==> src/rtl/cnn_axi_pkg.sv <==
`default_nettype none
// ============================================================================
// Package     : cnn_axi_pkg
// Description : Shared types and constants for the CNN IP AXI read path.
//               Provides the AR-channel FSM state type, requester indices
//               and the AXI burst/response encodings used by the arbiter.
// Revision    : 1.0 - initial release
// ============================================================================
package cnn_axi_pkg;

  typedef enum logic [0:0] {
    AR_IDLE = 1'b0,
    AR_ADDR = 1'b1
  } ar_state_t;

  localparam int         REQ_IFM        = 0;
  localparam int         REQ_WGT        = 1;
  localparam logic [1:0] AXI_BURST_INCR = 2'b01;
  localparam logic [1:0] AXI_RESP_OKAY  = 2'b00;

endpackage : cnn_axi_pkg
`default_nettype wire

==> src/rtl/burst_order_fifo.sv <==
`default_nettype none
// ============================================================================
// Module      : burst_order_fifo
// Description : Synchronous first-word-fall-through FIFO holding the
//               {id, len} of every AR burst issued and not yet completed.
//               The head entry is visible on head_o whenever empty_o is 0.
// Ports       : clk_i, rst_i (async, active high)
//               push_i/din_i  - write an entry (ignored when full)
//               pop_i         - drop the head entry (ignored when empty)
//               head_o        - oldest entry
//               count_o       - number of stored entries (0..DEPTH)
//               full_o/empty_o
// Revision    : 1.0 - initial release
// ============================================================================
module burst_order_fifo #(
  parameter int WIDTH = 12,
  parameter int DEPTH = 4
) (
  input  logic                     clk_i,
  input  logic                     rst_i,
  input  logic                     push_i,
  input  logic [WIDTH-1:0]         din_i,
  input  logic                     pop_i,
  output logic [WIDTH-1:0]         head_o,
  output logic [$clog2(DEPTH):0]   count_o,
  output logic                     full_o,
  output logic                     empty_o
);

  localparam int AW = $clog2(DEPTH);

  logic [WIDTH-1:0] mem_q [DEPTH];
  logic [AW-1:0]    wr_ptr_q;
  logic [AW-1:0]    rd_ptr_q;
  logic [AW:0]      count_q;
  logic             push_ok;
  logic             pop_ok;

  assign full_o  = (count_q == (AW+1)'(DEPTH));
  assign empty_o = (count_q == '0);
  assign push_ok = push_i && !full_o;
  assign pop_ok  = pop_i && !empty_o;
  assign head_o  = mem_q[rd_ptr_q];
  assign count_o = count_q;

  always_ff @(posedge clk_i or posedge rst_i) begin
    if (rst_i) begin
      wr_ptr_q <= '0;
      rd_ptr_q <= '0;
      count_q  <= '0;
    end else begin
      if (push_ok) wr_ptr_q <= wr_ptr_q + AW'(1);
      if (pop_ok)  rd_ptr_q <= rd_ptr_q + AW'(1);
      // Simultaneous push and pop leave the occupancy unchanged.
      if (push_ok && !pop_ok)      count_q <= count_q + (AW+1)'(1);
      else if (pop_ok && !push_ok) count_q <= count_q - (AW+1)'(1);
    end
  end

  // Storage needs no reset: entries are only read once the count covers them.
  always_ff @(posedge clk_i) begin
    if (push_ok) mem_q[wr_ptr_q] <= din_i;
  end

endmodule : burst_order_fifo
`default_nettype wire

==> src/rtl/axi_rd_arbiter.sv <==
`default_nettype none
// ============================================================================
// Module      : axi_rd_arbiter
// Description : Round-robin arbiter between the IFM fetch (requester 0) and
//               weight fetch (requester 1) engines onto one AXI4 read port.
//               Grant order is recorded in burst_order_fifo; R beats are
//               routed combinationally to the owner of the oldest burst, with
//               RRESP, RLAST/length and unexpected-RVALID error detection.
// Ports       : ACLK/ARESET        - clock, async active-high reset
//               REQ_*              - burst requests from the two engines
//               DATA_*             - R beats back to the engines
//               M_AXI_AR*/R*       - AXI4 read address/data channels
//               OUTSTANDING        - bursts issued and not yet completed
//               ERR                - sticky [0] bad RRESP, [1] RLAST/length
//                                    mismatch, [2] RVALID with nothing pending
// Revision    : 1.0 - initial release
// ============================================================================
module axi_rd_arbiter
  import cnn_axi_pkg::*;
#(
  parameter int ADDR_WIDTH = 32,
  parameter int AXI_WIDTH  = 256,
  parameter int LEN_WIDTH  = 8,
  parameter int ID_WIDTH   = 4,
  parameter int MAX_OUT    = 4
) (
  input  logic                        ACLK,
  input  logic                        ARESET,
  input  logic [1:0]                  REQ_VALID,
  input  logic [ADDR_WIDTH-1:0]       REQ_ADDR0,
  input  logic [ADDR_WIDTH-1:0]       REQ_ADDR1,
  input  logic [LEN_WIDTH-1:0]        REQ_LEN0,
  input  logic [LEN_WIDTH-1:0]        REQ_LEN1,
  output logic [1:0]                  REQ_READY,
  output logic [1:0]                  DATA_VALID,
  output logic                        DATA_LAST,
  output logic [AXI_WIDTH-1:0]        DATA_OUT,
  input  logic [1:0]                  DATA_READY,
  output logic [ID_WIDTH-1:0]         M_AXI_ARID,
  output logic [ADDR_WIDTH-1:0]       M_AXI_ARADDR,
  output logic [LEN_WIDTH-1:0]        M_AXI_ARLEN,
  output logic [2:0]                  M_AXI_ARSIZE,
  output logic [1:0]                  M_AXI_ARBURST,
  output logic                        M_AXI_ARVALID,
  input  logic                        M_AXI_ARREADY,
  input  logic [AXI_WIDTH-1:0]        M_AXI_RDATA,
  input  logic [1:0]                  M_AXI_RRESP,
  input  logic                        M_AXI_RLAST,
  input  logic                        M_AXI_RVALID,
  output logic                        M_AXI_RREADY,
  output logic [$clog2(MAX_OUT):0]    OUTSTANDING,
  output logic [2:0]                  ERR
);

  localparam int FW = ID_WIDTH + LEN_WIDTH;

  ar_state_t             state_q, state_d;
  logic                  last_q, last_d;      // 1: requester 1 was granted last
  logic [ADDR_WIDTH-1:0] araddr_q, araddr_d;
  logic [LEN_WIDTH-1:0]  arlen_q, arlen_d;
  logic [ID_WIDTH-1:0]   arid_q, arid_d;
  logic [LEN_WIDTH-1:0]  beat_q, beat_d;
  logic [2:0]            err_q, err_d;

  logic                  win;
  logic                  grant;
  logic                  push;
  logic                  pop;
  logic [FW-1:0]         head;
  logic                  fifo_full;
  logic                  fifo_empty;
  logic [ID_WIDTH-1:0]   head_id;
  logic [LEN_WIDTH-1:0]  head_len;
  logic                  head_wgt;
  logic                  r_hs;

  // ---------------------------------------------------------------- AR side
  // On a tie the requester that did not win last time gets the grant.
  always_comb begin
    win = REQ_VALID[REQ_WGT];
    if (REQ_VALID == 2'b11) win = ~last_q;
  end

  assign grant = (state_q == AR_IDLE) && (|REQ_VALID) && !fifo_full;
  assign push  = (state_q == AR_ADDR) && M_AXI_ARREADY;

  assign REQ_READY[REQ_IFM] = grant && !win;
  assign REQ_READY[REQ_WGT] = grant && win;

  always_comb begin
    state_d  = state_q;
    last_d   = last_q;
    araddr_d = araddr_q;
    arlen_d  = arlen_q;
    arid_d   = arid_q;
    case (state_q)
      AR_IDLE: begin
        if (grant) begin
          araddr_d = win ? REQ_ADDR1 : REQ_ADDR0;
          arlen_d  = win ? REQ_LEN1  : REQ_LEN0;
          arid_d   = ID_WIDTH'(win);
          state_d  = AR_ADDR;
        end
      end
      AR_ADDR: begin
        if (M_AXI_ARREADY) begin
          last_d  = (arid_q == ID_WIDTH'(REQ_WGT));
          state_d = AR_IDLE;
        end
      end
      default: state_d = AR_IDLE;
    endcase
  end

  assign M_AXI_ARID    = arid_q;
  assign M_AXI_ARADDR  = araddr_q;
  assign M_AXI_ARLEN   = arlen_q;
  assign M_AXI_ARSIZE  = 3'($clog2(AXI_WIDTH/8));
  assign M_AXI_ARBURST = AXI_BURST_INCR;
  assign M_AXI_ARVALID = (state_q == AR_ADDR);

  // ---------------------------------------------------------- order FIFO
  burst_order_fifo #(
    .WIDTH (FW),
    .DEPTH (MAX_OUT)
  ) u_order_fifo (
    .clk_i   (ACLK),
    .rst_i   (ARESET),
    .push_i  (push),
    .din_i   ({arid_q, arlen_q}),
    .pop_i   (pop),
    .head_o  (head),
    .count_o (OUTSTANDING),
    .full_o  (fifo_full),
    .empty_o (fifo_empty)
  );

  // ----------------------------------------------------------------- R side
  assign head_id  = head[FW-1 -: ID_WIDTH];
  assign head_len = head[LEN_WIDTH-1:0];
  assign head_wgt = (head_id == ID_WIDTH'(REQ_WGT));

  assign DATA_VALID[REQ_IFM] = M_AXI_RVALID && !fifo_empty && !head_wgt;
  assign DATA_VALID[REQ_WGT] = M_AXI_RVALID && !fifo_empty && head_wgt;
  assign DATA_LAST           = M_AXI_RLAST;
  assign DATA_OUT            = M_AXI_RDATA;
  assign M_AXI_RREADY        = !fifo_empty &&
                               (head_wgt ? DATA_READY[REQ_WGT] : DATA_READY[REQ_IFM]);

  assign r_hs = M_AXI_RVALID && M_AXI_RREADY;
  assign pop  = r_hs && M_AXI_RLAST;

  // A burst is well-formed when RLAST arrives exactly on beat index len;
  // an early RLAST or a missing RLAST on that beat both flag ERR[1].
  always_comb begin
    beat_d = beat_q;
    err_d  = err_q;
    if (r_hs) begin
      beat_d = M_AXI_RLAST ? '0 : beat_q + LEN_WIDTH'(1);
      if (M_AXI_RRESP != AXI_RESP_OKAY) err_d[0] = 1'b1;
      if (M_AXI_RLAST != (beat_q == head_len)) err_d[1] = 1'b1;
    end
    if (M_AXI_RVALID && fifo_empty) err_d[2] = 1'b1;
  end

  assign ERR = err_q;

  always_ff @(posedge ACLK or posedge ARESET) begin
    if (ARESET) begin
      state_q  <= AR_IDLE;
      last_q   <= 1'b1;
      araddr_q <= '0;
      arlen_q  <= '0;
      arid_q   <= '0;
      beat_q   <= '0;
      err_q    <= '0;
    end else begin
      state_q  <= state_d;
      last_q   <= last_d;
      araddr_q <= araddr_d;
      arlen_q  <= arlen_d;
      arid_q   <= arid_d;
      beat_q   <= beat_d;
      err_q    <= err_d;
    end
  end

endmodule : axi_rd_arbiter
`default_nettype wire

==> config.mk <==
export PLATFORM = sky130hd
export DESIGN_NAME = axi_rd_arbiter
export DESIGN_NICKNAME = d
export VERILOG_FILES = /design/src/rtl/cnn_axi_pkg.sv /design/src/rtl/burst_order_fifo.sv /design/src/rtl/axi_rd_arbiter.sv
export SDC_FILE = /design/constraint.sdc
export NUM_CORES = 1
export LEC_CHECK = 0
export CORE_AREA = 2 2 261 263
export DETAILED_ROUTE_END_ITERATION = 8
export DIE_AREA = 0 0 263 265
export PLACE_DENSITY_LB_ADDON = 0.05
export SLEW_MARGIN = 10
export SYNTH_ARGS = -nofsm -noshare
export SYNTH_HDL_FRONTEND = slang
export SYNTH_HIERARCHICAL = 1
export SYNTH_SLANG_ARGS = --single-unit
==> constraint.sdc <==
create_clock -name ACLK -period 5.65 [get_ports ACLK]
set_input_delay 0.565 -clock ACLK [delete_from_list [all_inputs] [get_ports ACLK]]
set_output_delay 0.565 -clock ACLK [all_outputs]
set_load 0.03 [all_outputs]
==> impl_summary.md, run 1 <==
STA
The count of pins over their slew limit is 0. The clock skew is 0.0217 ns. The tightest hold margin is ~0.47 ns.

For the finished layout, the period the worst path requires is roughly 3.6 ns. The peak clock frequency supported by timing is 0.274 GHz. At the pin with the least slew margin, the transition time is 0.811 ns. In this run the tightest slew margin relative to its limit is between 40 and 50%. Setup repair after global routing left no endpoint under its margin.

The final hold violation count is 0. The count of endpoints failing setup in the final report is 0. For the final routed database, the setup TNS stands at 0 ns. The final critical path takes up between 60 and 70% of the cycle.

Floorplanning
The placeable core area is 66,800 sq um. The die covers 69,700 sq um. The effective utilization at floorplan is 10.0%. The width of the chip is approximately 260 um. The number of rows created at floorplan is 95. 665 I/O pins were placed.

In this run the vertical extent of the chip is 265 um.

Synth
Among all cell types in the netlist, the one instantiated most often is sky130_fd_sc_hd__buf_4. The most used flip-flop cell after synthesis is sky130_fd_sc_hd__dfrtp_1. After synthesis the cells add up to about 6700 sq um. The count of synthesis-stage warnings from yosys is 6. The biggest area contributor in the post-synthesis netlist is sky130_fd_sc_hd__buf_4. After synthesis, the mean cell area works out to ~11 sq um.

The synthesized design contains 48 enable-type register cells. Synthesis inferred 109 register bits. The unique cell type count in the Yosys netlist is 49. In this run the biggest area consumer among cell types represents approximately 30% of the synthesized area. Sorting the synthesized cells by how often they occur yields 266 x sky130_fd_sc_hd__buf_4, 89 x sky130_fd_sc_hd__nand2_1, 60 x sky130_fd_sc_hd__dfrtp_1, 48 x sky130_fd_sc_hd__edfxtp_1, 40 x sky130_fd_sc_hd__a22oi_1.

The part of the Yosys area used for sequential elements is 44.3%. Ranked by total cell area, the synthesized netlist is headed by sky130_fd_sc_hd__buf_4 30%, sky130_fd_sc_hd__dfrtp_1 22%, sky130_fd_sc_hd__edfxtp_1 21%. Synthesis produced about 630 cells. Of all flip-flops after synthesis, the portion carrying an async set or reset was 56.0%.

CTS
After clock tree synthesis, the clock-pin slew on the worst setup and hold paths is approximately 0.070 ns. Post-CTS timing repair inserted 0 buffers for setup. For this design, the sink count on the clock tree is roughly 110. The hold-fix buffer count after cts is 0. The clock tree from TritonCTS is built.

For the worst-skew pair, the clock arrives at the later sink with an insertion delay of just under 0.4 ns. The largest buffer count on any clock path is 2. The H-tree depth is 3. The root buffer cell is sky130_fd_sc_hd__clkbuf_16.

The post-cts sizing count is 0. Counting the buffers created by CTS gives 9.

Flow run
Max-cap violations in this run came to 0.

Power
Net switching is between 40 and 50% of the power. Per report_power, the combinational group accounts for between 40% and 50% of the total. The power per standard cell area is 494 nW/um^2.

The internal portion of the total power is 0.00213 W. The analysis attributes to net switching a power of between 0.0015 and 0.002 W. The reported leakage power is 2.68 nW. The worst-case IR drop observed on VDD is roughly 0.00018 V. The share of power burned in the clock network is 17.6%. Sequential cells account for 36.7% of the total power.

Route
The count of TritonRoute iterations in the first routing pass is 4. The count of nets left with antenna violations once routing finished came out at 0. The starting DRC count in detailed routing is 200. Summing over every cut layer, the via total after detailed routing is 4,019.

The wire length reported by the detailed router is around 39,000 um. The wire length per cell is approximately 28 um. In the routed design, unresolved DRC markers number 0. After detailed routing, the number of vias per cell comes to between 2 and 3.

GRT
The number of global-route vias before repair is between 4,000 and 5,000. The global-route wire length before repair is between 40,000 and 50,000 um. The initial antenna violation count is 0. The total overflow left after global routing is 0. Across every metal layer, demand over resource in global routing totals between 10 and 15%. The maximum number of pins on one net before global-route repair is 43.

Critical path
The type of element capturing the critical path is a primary output. The setup path with the least slack is of type flop to primary output. STA puts the critical path data required time at 5.09 ns. The launching element type of the critical path is a flop. The arrival time reported for the critical path endpoint is around 3 ns.

The critical path starts at u_order_fifo/rd_ptr_q[1]. The critical register-to-register path startpoint is u_order_fifo/rd_ptr_q[1]. In this run the worst path has a maximum fanout of 13.

Cells and area
The fill cell instance count of the final layout is around 7,600. The count of cells in the finished layout, fillers not included, comes to 1,404. The ratio of cells with drive above 1 in the final layout is 9.43%. Relative to the synthesized area, the layout overhead comes to 12.7%.

The net count of the finished layout is 879. The post-layout instance area is ~7600 sq um.

Hold path
In this run the most critical hold path is launched from ERR[2]. The tightest min-delay check is of the flop to flop type.

Placement
The global placement routability congestion is slightly above 0.7. The number of placed instances with taps included is approximately 1,400. The placed instances occupy a cell area of a little over 7000 sq um. The count of buffers added on input and output ports is 144. The wire-length estimate of the detail-placed layout is roughly 32,000 um.

Outcome
The run finished with clean final reports.
-- layout make-up --
type / instances / area (sq um) / share of cell area, %
inverter: 8 / 30.0 / 0.397
tap: 873 / 1090 / 14.5
timing repair buffer: 149 / 1480 / 19.6
sequential: 109 / 2970 / 39.3
clock inverter: 6 / 50.0 / 0.662
antenna: 1 / 2.50 / 0.0331
multi-input combinational: 248 / 1700 / 22.5
clock buffer: 10 / 233 / 3.08
-- metrics by stage --
stage / setup slack (ns) / util [%] / total power [W]
after floorplan: 2.35 / - / 0.00267
after global placement: 1.98 / 10.9 / 0.00321
after detailed placement: 1.94 / 10.9 / 0.00319
after CTS: 1.86 / 11.3 / 0.00391
after global routing: 1.74 / 11.3 / 0.00404
final: 2.01 / 11.3 / 0.00374
-- metal layers --
| metal | GRT usage [%] | wire length, um |
|---|---|---|
| met1 | 10.5 | 13000 |
| met2 | 15.2 | 16200 |
| met3 | 11.5 | 8500 |
| met4 | 3.38 | 873 |
| met5 | 4.50 | 369 |
-- flip-flops by register name, indices dropped and copies added, names as in the netlist --
| signal | count |
|---|---|
| u_order_fifo/rd_ptr_q | 2 |
| M_AXI_ARID | 1 |
| ERR | 3 |
| last_q | 1 |
| u_order_fifo/wr_ptr_q | 2 |
| M_AXI_ARVALID | 1 |
| M_AXI_ARLEN | 8 |
| u_order_fifo/mem_q | 48 |
| u_order_fifo/count_o | 3 |
| beat_q | 8 |
| M_AXI_ARADDR | 32 |
-- cells in the final DEF (no fill, tap or decap), types with 2 or more instances in the layout --
cell and instances:
sky130_fd_sc_hd__mux4_2 12, sky130_fd_sc_hd__inv_4 2, sky130_fd_sc_hd__conb_1 20, sky130_fd_sc_hd__nor2_1 8, sky130_fd_sc_hd__o21ai_0 9, sky130_fd_sc_hd__clkbuf_16 9, sky130_fd_sc_hd__nor3_1 2, sky130_fd_sc_hd__a21o_1 2
sky130_fd_sc_hd__nand3b_1 4, sky130_fd_sc_hd__nand3_1 4, sky130_fd_sc_hd__xnor2_1 12, sky130_fd_sc_hd__nand4_1 2, sky130_fd_sc_hd__inv_1 7, sky130_fd_sc_hd__mux2_2 2, sky130_fd_sc_hd__edfxtp_1 48, sky130_fd_sc_hd__mux2i_1 2
sky130_fd_sc_hd__mux2_4 2, sky130_fd_sc_hd__inv_6 2, sky130_fd_sc_hd__a22oi_1 40, sky130_fd_sc_hd__nand2b_1 2, sky130_fd_sc_hd__ha_1 6, sky130_fd_sc_hd__xor2_1 2, sky130_fd_sc_hd__and2_2 4, sky130_fd_sc_hd__dfrtp_1 60
sky130_fd_sc_hd__and2_1 3, sky130_fd_sc_hd__clkdlybuf4s50_1 144, sky130_fd_sc_hd__nand2_1 89, sky130_fd_sc_hd__buf_4 5
-- worst paths after layout --
kind	end	slack [ns]	cells after the start
worst max-delay path	M_AXI_RREADY	2.01	5
worst min-delay path	ERR[2]	0.47	1
worst max register to register	u_order_fifo/count_o[1]	2.08	9
worst min register to register	ERR[2]	0.47	1
max in group asynchronous	last_q	3.97	3
min in group asynchronous	u_order_fifo/wr_ptr_q[1]	0.51	2
-- worst max-delay path, cell delays in order, from the launching register on --
cell and delay [ns]:
sky130_fd_sc_hd__dfrtp_1 0.84, sky130_fd_sc_hd__mux4_2 0.44, sky130_fd_sc_hd__nor4b_4 0.50, sky130_fd_sc_hd__mux2i_1 0.14
sky130_fd_sc_hd__nor2_1 0.10, sky130_fd_sc_hd__clkdlybuf4s50_1 0.68
-- cell families after synthesis --
group,after synthesis,share of synthesized area (%)
DFF,109,44.3
adders and majority gates,7,1.42
muxes,18,5.11
xor gates and xnor gates,14,1.83
other,2,0.112
buffers and inverters,290,31.5
AOI/OAI and AO/OA,62,6.92
and+or+nand+nor,127,8.82
-- power by group through the flow --
stage          combinational [W]  clock (W)  sequential, W
6_report                 0.00171   0.000658        0.00137
3_3_place_gp             0.00180          0        0.00141
2_1_floorplan            0.00106          0        0.00161
5_1_grt                  0.00188   0.000737        0.00143
3_5_place_dp             0.00179          0        0.00141
4_1_cts                  0.00180   0.000711        0.00140
(Power assumes the default switching activity.)
==> run 2: changes to the inputs <==
--- a/config.mk
+++ b/config.mk
@@ -5,9 +5,9 @@
 export SDC_FILE = /design/constraint.sdc
 export NUM_CORES = 1
 export LEC_CHECK = 0
-export CORE_AREA = 2 2 261 263
+export CORE_AREA = 2 2 258 260
 export DETAILED_ROUTE_END_ITERATION = 8
-export DIE_AREA = 0 0 263 265
+export DIE_AREA = 0 0 260 262
 export PLACE_DENSITY_LB_ADDON = 0.05
 export SLEW_MARGIN = 10
 export SYNTH_ARGS = -nofsm -noshare
==> constraint.sdc (replaced) <==
create_clock -name ACLK -period 3.7 [get_ports ACLK]
set_input_delay 0.37 -clock ACLK [delete_from_list [all_inputs] [get_ports ACLK]]
set_output_delay 0.37 -clock ACLK [all_outputs]
set_load 0.03 [all_outputs]
==> run 2 against run 1 <==
Register-to-register slack got worse by 1.8 ns. Sequential cell count stayed put. Worst hold slack worse by 0.13 ns. Sequential share of layout area decreased by 0.28 points. Combinational power is 55% higher. Clock skew fell by 0.0077 ns. Die area shrank 2.3%. Clock-buffer cell count rose by 1. Worst setup slack worse by 1.7 ns. Final area rose by 0.71%. Critical path depth rose by 5. Critical path type is now flop to flop. Critical endpoint is now u_order_fifo/count_o[1]. Largest power group unchanged. Highest routed layer unchanged.
==> impl_summary.md, run 2 (same netlist as run 1, synthesis figures left out) <==
Route
The count of unresolved DRC violations after routing was 0 (unchanged). The wire length reported by the detailed router was 37,400 um (-4.0%). The count of TritonRoute iterations in the first routing pass is 4 (unchanged). The via count is 3,968 (-1.3%). The post-detailed-route via-to-cell ratio is 2.83 (-1.2%). The starting DRC count in detailed routing came to 234 (+17%). The number of routed nets with antenna violations is 0 (unchanged). The wire length per cell is 26.6 um (-3.9%).

Power
The cell-internal power is 0.00332 W (+56%). The share of power burned in the clock network was 17.8% (+0.2 points). The sequential share of power is 36.5% (-0.2 points). The reported leakage power is 2.71 nW (+1.4%). The power per standard cell area came to 763 nW/um^2 (+54%). The combinational cell fraction of total power is 45.7% (about the same). The maximum VDD drop came to 0.000241 V (+34%). The switching component of the power is 0.00249 W (+54%).

The net switching share of the total power is 42.8% (-0.33 points).

Floorplanning
The width of the chip was 260 um (-1.1%). The chip height came to 262 um (-1.1%). The area enclosed by the die boundary is 68,100 sq um (-2.3%). The placeable core area is 65,300 sq um (-2.3%). The effective utilization at floorplan was 10.3% (+0.23 points). The number of rows created at floorplan was 94 (-1.1%). The number of placed I/O pins is 665 (unchanged).

Cells and area
From synthesis to final layout, the design area changed by 13.5%. The library cell used most frequently in the layout, excluding fill and tap cells, is sky130_fd_sc_hd__clkdlybuf4s50_1. The number of flip-flops under the largest register name is 48 (unchanged). The fill cell instance count of the final layout is 7,415 (-2.7%). In the layout the commonest cells are 144 x sky130_fd_sc_hd__clkdlybuf4s50_1, 89 x sky130_fd_sc_hd__nand2_1, 60 x sky130_fd_sc_hd__dfrtp_1. The ratio of cells with drive above 1 in the final layout is 10.1% (+0.62 points). The final cell count without fillers is 1,403 (-0.071%). The register with the most flip-flops is u_order_fifo/mem_q. The post-layout net count came to 886 (+0.80%).

STA
The remaining max-slew budget at the tightest pin is 31.7% (-14 points). Setup repair after global routing left no endpoint under its margin. The final total negative setup slack is 0 ns (unchanged). The clock skew came to 0.0141 ns (-0.00766 ns). The final critical path takes up between 90% and 100% of the cycle. The count of pins over their slew limit is 0 (unchanged).

The final hold violation count is 0 (unchanged). The minimum clock period is 3.42 ns. The peak clock frequency supported by timing is ~0.29 GHz. The slew at the pin closest to its max-slew limit came to 1.02 ns (+0.214 ns). The smallest setup slack after layout is 0.278 ns (-1.73 ns). The count of endpoints failing setup in the final report was 0 (unchanged).

Critical path
The capturing point of the worst reg2reg path is u_order_fifo/count_o[1]. The critical register-to-register path startpoint is u_order_fifo/rd_ptr_q[0]. The worst setup path is captured at a flop. Traced cell by cell, the critical path runs through buf_4, mux4_2, nor4b_4, mux2_4, nor2_1, nand2b_1, ha_1, inv_1, fa_1, mux2_2. The category of the critical setup timing path is flop to flop. The number of cells traversed by the worst register-to-register path is 10 (+1). The arrival time reported for the critical path endpoint came to 3.68 ns (+0.60 ns). The required arrival time at the worst endpoint was 3.96 ns (-1.13 ns). The slowest stage cell on the critical path is sky130_fd_sc_hd__mux4_2.

The largest fanout on the critical path is 9 (-4). The biggest cell delay along the critical path is 0.58 ns (-0.26 ns). The register-to-register setup slack is 0.28 ns (-1.80 ns).

The number of buffer and inverter instances along the worst setup path is 2 (+1). STA classifies the critical path startpoint as a flop. Grouping stages by cell kind, the critical path spends the most delay in multiplexers.

CTS
The post-CTS setup repair buffer count is 0 (unchanged). The number of sinks handled by clock tree synthesis came to 109 (unchanged). The root buffer cell is sky130_fd_sc_hd__clkbuf_16. The worst-skew pair later-pin latency is 0.39 ns (about the same). The largest buffer count on any clock path was 2 (unchanged). The clock slew at the register clock pins of the worst setup and hold paths is 0.08 ns (about the same). The post-cts sizing count is 0 (unchanged).

The clock tree from TritonCTS is built. The H-tree depth was 3 (unchanged). The number of buffers created by CTS is 9 (unchanged). The hold-fix buffer count after cts is 0 (unchanged).

GRT
The maximum number of pins on one net before global-route repair is 43 (unchanged). The initial antenna violation count came to 1 (+1). The number of global-route vias before repair is 4,331 (+0.72%). The global-route wire length before repair came to 47,200 um (-3.3%). The aggregate global routing overflow is 0 (unchanged). The overall track demand over capacity in global routing was 10.7% (-0.22 points).

Hold path
The worst min-delay path class is input pin to async pin.

Placement
The HPWL reported at the end of detailed placement was 31,200 um (-3.5%). The global placement routability congestion came to 0.712 (about the same). The worst setup slack before clock tree synthesis came to 0.239 ns (-1.70 ns). The number of I/O port buffers is 144 (unchanged). The number of placed instances with taps included was 1,385 (-0.14%).

Outcome
The run finished with clean final reports.

Flow run
The count of maximum capacitance violations is 0 (unchanged).
## run 2: cell count changes in the layout (fill, tap and decap cells not counted), sizes merged
cell | before | now
clkinv | 1 | 2
clkbuf | 10 | 11
clkinvlp | 0 | 1
inv | 13 | 9
bufinv | 0 | 1
buf | 5 | 12
diode | 1 | 2
## run 2: final cells by class
| type | count | area [sq um] | share of cell area (%) |
|---|---|---|---|
| tap | 864 | 1080 | 14.2 |
| timing repair buffer | 156 | 1530 | 20.1 |
| antenna | 2 | 5.00 | 0.0657 |
| inverter | 8 | 30.0 | 0.394 |
| multi-input combinational | 248 | 1700 | 22.4 |
| clock inverter | 5 | 60.1 | 0.789 |
| clock buffer | 11 | 233 | 3.06 |
| sequential | 109 | 2970 | 39.0 |
## run 2: metrics by stage
stage | utilization (%) | hold slack (ns) | instance area, sq um | total power, W
2_1_floorplan | - | 0.173 | 6780 | 0.00407
3_3_place_gp | 11.2 | 0.463 | 7310 | 0.00497
3_5_place_dp | 11.2 | 0.456 | 7310 | 0.00495
4_1_cts | 11.7 | 0.343 | 7610 | 0.00607
5_1_grt | 11.7 | 0.358 | 7610 | 0.00627
6_report | 11.7 | 0.336 | 7610 | 0.00581
## run 2: worst max-delay path by stage
stage / from / slack [ns] / endpoint / cells after the start
2_1_floorplan: u_order_fifo/rd_ptr_q[0] / 0.40 / u_order_fifo/count_o[1] / 12
3_3_place_gp: u_order_fifo/rd_ptr_q[0] / 0.22 / u_order_fifo/count_o[1] / 10
6_report: u_order_fifo/rd_ptr_q[0] / 0.28 / u_order_fifo/count_o[1] / 10
5_1_grt: u_order_fifo/rd_ptr_q[0] / 0.06 / u_order_fifo/count_o[1] / 10
3_5_place_dp: u_order_fifo/rd_ptr_q[0] / 0.24 / u_order_fifo/count_o[1] / 10
4_1_cts: u_order_fifo/rd_ptr_q[0] / 0.18 / M_AXI_RREADY / 7
## run 2: worst register-to-register path: cells and delay by family, from the launching register on
kind / cells / cell delay (ns)
buffers and inverters: 2 / 0.39
multiplexers: 3 / 1.16
flip-flops: 1 / 0.55
adder cells (fa/ha/maj): 2 / 0.64
AND/OR/NAND/NOR: 3 / 0.56
## run 2: layer usage
metal | part of all wire (%) | wire (um) | track usage (%)
met1 | 34 | 12800 | 10.4
met2 | 42 | 15600 | 14.8
met4 | 2.8 | 1040 | 3.67
met5 | 0.25 | 92 | 1.81
met3 | 21 | 7820 | 11.2
## run 2: power by group through the flow
stage	clock (W)	combinational, W	sequential [W]
2_1_floorplan	0	0.00161	0.00246
3_3_place_gp	0	0.00280	0.00216
3_5_place_dp	0	0.00278	0.00217
4_1_cts	0.00111	0.00280	0.00215
5_1_grt	0.00115	0.00291	0.00221
6_report	0.00104	0.00265	0.00212
==> run 3: changes to the inputs <==
--- a/config.mk
+++ b/config.mk
@@ -5,6 +5,8 @@
 export SDC_FILE = /design/constraint.sdc
 export NUM_CORES = 1
 export LEC_CHECK = 0
+export ABC_CLOCK_PERIOD_IN_PS = 3700
+export CAP_MARGIN = 15
 export CORE_AREA = 2 2 258 260
 export DETAILED_ROUTE_END_ITERATION = 8
 export DIE_AREA = 0 0 260 262
==> results of run 3 <==
No change in the layout: final DEF, timing and power equal those of run 2.
